$ cat src/rtl/elevator_pkg.sv
// elevator_pkg: state encoding and sizing helper shared by the elevator controller files
package elevator_pkg;
    typedef enum logic [1:0] {ST_IDLE = 2'd0, ST_MOVE = 2'd1, ST_DOOR = 2'd2} state_t;
    function automatic int max_int(input int a, input int b);
        return (a > b) ? a : b;
    endfunction
endpackage

$ cat src/rtl/elevator_timer.sv
// elevator_timer: loadable down-counter shared by floor travel and door dwell
module elevator_timer #(
    parameter int W = 3
) (
    input  logic         clk,
    input  logic         rst_n,
    input  logic         load,
    input  logic [W-1:0] load_val,
    output logic [W-1:0] count,
    output logic         done
);
    always_ff @(posedge clk or negedge rst_n)
        if (!rst_n) count <= '0;
        else if (load) count <= load_val;
        else if (count != '0) count <= count - W'(1);
    assign done = (count == '0);
endmodule

$ cat src/rtl/elevator_ctrl.sv
// elevator_ctrl: N-floor SCAN elevator controller with per-floor travel time and timed door dwell
module elevator_ctrl
    import elevator_pkg::*;
#(
    parameter int NUM_FLOORS    = 8,
    parameter int FLOOR_W       = $clog2(NUM_FLOORS),
    parameter int TRAVEL_CYCLES = 4,
    parameter int DOOR_CYCLES   = 6
) (
    input  logic                  clk,
    input  logic                  rst_n,
    input  logic [NUM_FLOORS-1:0] req,
    output logic [FLOOR_W-1:0]    floor,
    output logic                  dir_up,
    output logic                  moving,
    output logic                  door_open,
    output logic [NUM_FLOORS-1:0] pending
);
    localparam int TW = $clog2(max_int(TRAVEL_CYCLES, DOOR_CYCLES) + 1);
    localparam logic [TW-1:0] TRAVEL_LD = TW'(TRAVEL_CYCLES - 1);
    localparam logic [TW-1:0] DOOR_LD = TW'(DOOR_CYCLES - 1);
    localparam logic [FLOOR_W-1:0] TOP = FLOOR_W'(NUM_FLOORS - 1);
    state_t state, state_d;
    logic [FLOOR_W-1:0] floor_d;
    logic dir_d, dir_n, load, done;
    logic [TW-1:0] load_val, tmr;
    logic [NUM_FLOORS-1:0] here, below, above, ahead, behind, clr;
    elevator_timer #(.W(TW)) u_timer (
        .clk      (clk),
        .rst_n    (rst_n),
        .load     (load),
        .load_val (load_val),
        .count    (tmr),
        .done     (done)
    );
    always_comb begin
        here     = NUM_FLOORS'(1) << floor;
        below    = here - NUM_FLOORS'(1);
        above    = ~(below | here);
        ahead    = pending & (dir_up ? above : below);
        behind   = pending & (dir_up ? below : above);
        state_d  = state;
        floor_d  = floor;
        dir_d    = dir_up;
        clr      = '0;
        load     = 1'b0;
        load_val = TRAVEL_LD;
        unique case (state)
            ST_IDLE:
                if (|(pending & here)) begin
                    state_d  = ST_DOOR;
                    clr      = here;
                    load     = 1'b1;
                    load_val = DOOR_LD;
                end else if (|ahead) begin
                    state_d = ST_MOVE;
                    load    = 1'b1;
                end else if (|behind) begin
                    state_d = ST_MOVE;
                    load    = 1'b1;
                    dir_d   = ~dir_up;
                end
            ST_MOVE:
                if (done) begin
                    state_d = ST_IDLE;
                    floor_d = dir_up ? floor + FLOOR_W'(1) : floor - FLOOR_W'(1);
                end
            ST_DOOR: begin
                // calls for this floor are absorbed while open and only extend the dwell
                clr      = here;
                load_val = DOOR_LD;
                if (|(req & here)) load = 1'b1;
                else if (tmr == '0) state_d = ST_IDLE;
            end
            default: state_d = ST_IDLE;
        endcase
        dir_n = (floor_d == '0) ? 1'b1 : (floor_d == TOP) ? 1'b0 : dir_d;
    end
    always_ff @(posedge clk or negedge rst_n)
        if (!rst_n) begin
            state   <= ST_IDLE;
            floor   <= '0;
            dir_up  <= 1'b1;
            pending <= '0;
        end else begin
            state   <= state_d;
            floor   <= floor_d;
            dir_up  <= dir_n;
            pending <= (pending | req) & ~clr;
        end
    assign moving    = (state == ST_MOVE);
    assign door_open = (state == ST_DOOR);
endmodule
$ cat config.mk
export PLATFORM = sky130hd
export DESIGN_NAME = elevator_ctrl
export DESIGN_NICKNAME = d
export VERILOG_FILES = /design/src/rtl/elevator_pkg.sv /design/src/rtl/elevator_timer.sv /design/src/rtl/elevator_ctrl.sv
export SDC_FILE = /design/constraint.sdc
export NUM_CORES = 1
export LEC_CHECK = 0
export ABC_AREA = 1
export ABC_CLOCK_PERIOD_IN_PS = 3800
export CAP_MARGIN = 20
export CORE_MARGIN = 3
export CORE_UTILIZATION = 40
export DETAILED_ROUTE_END_ITERATION = 8
export SYNTH_ARGS = -nofsm -noshare
export SYNTH_HDL_FRONTEND = slang
export SYNTH_SLANG_ARGS = --single-unit
export TNS_END_PERCENT = 10
$ cat constraint.sdc
create_clock -name clk -period 3.8 [get_ports clk]
set_input_delay 0.76 -clock clk [delete_from_list [all_inputs] [get_ports clk]]
set_output_delay 0.76 -clock clk [all_outputs]
set_load 0.03 [all_outputs]
==> flow_metrics.tcl <==
set metrics [dict create \
    die_w_um 69.9 \
    synth_area_mm2 0.00164 \
    finalSetupViolCount 0 \
    min-delay-start "state[1]" \
    grt_pass1_wl_um 7010 \
    synth_nets 277 \
    fin_worst_skew_ps 2.73 \
    vias 1537 \
    setup_tns_ps 0 \
    synth_common_cells "nand2_1, inv_1, nand3_1" \
    htree_levels 1 \
    drt-total-wl_um 3980 \
    cts.sinks 17 \
    post_cts_buffers 0 \
    hold-path-cell-count 2 \
    synthFlopType "dfrtp_1" \
    drive_above_1_share 0.0985 \
    ctsResizeCount 0 \
    ctsHoldBuffers 0 \
    syn_to_final_growth_pct 17.3 \
    clk_latency_ps 250 \
    async_flop_share 1.00 \
    rsz0062_at_grt "false" \
    grt_start_max_net_pins 22 \
    grtUsageTotal 0.171 \
    finalCriticalPeriod_ps 2690 \
    grt_overflow 0 \
    end_kind "register" \
    dpl-instance-area_mm2 0.00187 \
    leakagePower_nw 0.985 \
    synthCells 253 \
    numPortBuffers 23 \
    synthMostInstantiatedCell "nand2_1" \
    drt_pass1_iterations 4 \
    arrival_ps 2850 \
    fmax_mhz 371 \
    die_area_mm2 0.00489 \
    r2r_cells 16 \
    max_slew_margin 0.466 \
    swShare 0.560 \
    clockRootBuffer "clkbuf_8" \
    drv_slew 0 \
    rrSetupSlack_ps 1110 \
    clkTransAtPathRegs_ps 80 \
    pin_count 24 \
    drv_cap 0 \
    drtIter0Drc 63 \
    antenna_found_initial 0 \
    place.gp.congestion 0.809 \
    synth-seq-area-share 0.261 \
    fin_area_mm2 0.00192 \
    power.density_mw_per_mm2 941 \
    route.detailed.drc 0 \
    fin_crit_sh 0.709 \
    antenna_left 0 \
    initial_core_util 0.431 \
    vias_per_cell 4.77 \
    timing.rr.end "u_timer.count[2]" \
    antenna_cells 0 \
    coreArea_mm2 0.00380 \
    dieHeight_um 69.9 \
    yosysWarnings 0 \
    num_rows 22 \
    clockPowerShare 0.079 \
    crit_path_start_kind "register" \
    crit_end "u_timer.count[2]" \
    cts-buffers-inserted 3 \
    synth_area_per_cell_um2 6.46 \
    ys_ff_latch 17 \
    p_sw_w 0.00101 \
    cts_tree "done" \
    pwr-share-seq 0.218 \
    yosysTopAreaCell "dfrtp_1" \
    status "finished, final reports clean" \
    layout.nets 299 \
    cp_max_fo 15 \
    hold_path_class "reg -> reg" \
    finalHoldViolCount 0 \
    p_int_w 0.000794 \
    ys_types 27 \
    dp_hpwl_um 3070 \
    synthTopCellsByArea "dfrtp_1, nand2_1, ha_1" \
    avgRoutedWirePerCell_um 12.4 \
    tightest_slew_ps 799 \
    r2r-start "floor[0]" \
    yosysTopAreaCellShare 0.245 \
    startpoint "floor[0]" \
    grt_pass1_vias 1486 \
    worstPathRequired_ps 3960 \
    combPwrFrac 0.702 \
    synth_edf_count 0 \
    peakVddDrop_v 0.000473 \
    cts.path.max_buffers 2 \
    path_class "reg -> reg" \
    fin_util 0.505 \
]
==> per-layer routing <==
metal  GRT usage  part of all wire
met5           0                 0
met4      0.0532             0.019
met2       0.255              0.41
met1       0.251              0.53
met3      0.0288             0.041
==> state kept, by name, indices dropped and copies added (netlist names) <==
name,cells
u_timer.count,3
dir_up,1
state,2
floor,3
pending,8
==> final cells by class <==
cell class	count	area (µm²)
clock buffers	3	41.3
clock inverters	1	5.00
fillers	384	1880
inverters	42	158
multi-input cells	188	997
flip-flops and latches	17	427
well taps	48	60.1
repair buffers	23	230
==> placed cells by master, fill, tap and decap left out, drive strengths merged <==
cell type | synthesis | layout
nor3 | 3 | 3
nand3 | 29 | 29
o21ai | 4 | 4
dfstp | 1 | 1
nand4 | 8 | 8
mux2i | 1 | 1
nand3b | 1 | 1
a21oi | 11 | 11
fa | 1 | 1
clkinv | 0 | 1
xor2 | 2 | 2
inv | 42 | 42
xnor2 | 1 | 1
clkdlybuf4s50 | 0 | 23
nand2 | 85 | 85
ha | 13 | 13
a22oi | 1 | 1
clkbuf | 0 | 3
nor2 | 28 | 28
dfrtp | 16 | 16
==> critical path: stages, from the launching register on <==
cell and delay [ps]:
dfrtp_1 700, inv_2 170, nor3_1 220, inv_1 90, ha_1 220, nand2_1 80, ha_1 220, inv_1 70
nand2_1 50, nand3_1 100, nand2_1 70, nor2_2 130, nand2_2 90, o21ai_2 190, nand3_1 90, nand2_1 60
inv_1 30
==> metrics by stage <==
stage          power, W  cells  worst slack (ps)  hold WS [ps]
3_3_place_gp    0.00167    318              1180           492
3_5_place_dp    0.00166    318              1130           496
4_1_cts         0.00181    322              1110           512
5_1_grt         0.00204    322               675           552
2_1_floorplan   0.00137    253              1390           464
6_report        0.00180    322              1110           508
==> power groups by stage <==
stage / Clock (W) / Combinational, W / Sequential, W
3_5_place_dp: 0 / 0.00126 / 0.000398
3_3_place_gp: 0 / 0.00127 / 0.000395
6_report: 0.000143 / 0.00127 / 0.000394
5_1_grt: 0.000153 / 0.00147 / 0.000411
4_1_cts: 0.000145 / 0.00127 / 0.000394
2_1_floorplan: 0 / 0.000975 / 0.000396
==> logic make-up after synthesis <==
| kind of cell | after synthesis | share of synthesized area |
|---|---|---|
| flip-flops | 17 | 0.261 |
| XOR/XNOR | 3 | 0.0161 |
| adder cells (fa/ha/maj) | 14 | 0.112 |
| buffers and inverters | 48 | 0.129 |
| AND/OR/NAND/NOR | 154 | 0.423 |
| AO/OA/AOI/OAI | 16 | 0.0528 |
| multiplexers | 1 | 0.00612 |
==> worst min path at each step <==
stage,end
after floorplan,floor[0]
after global placement,state[1]
after detailed placement,state[1]
after CTS,state[1]
after global routing,state[1]
final,state[1]
Power figures use the tool's default switching activity.
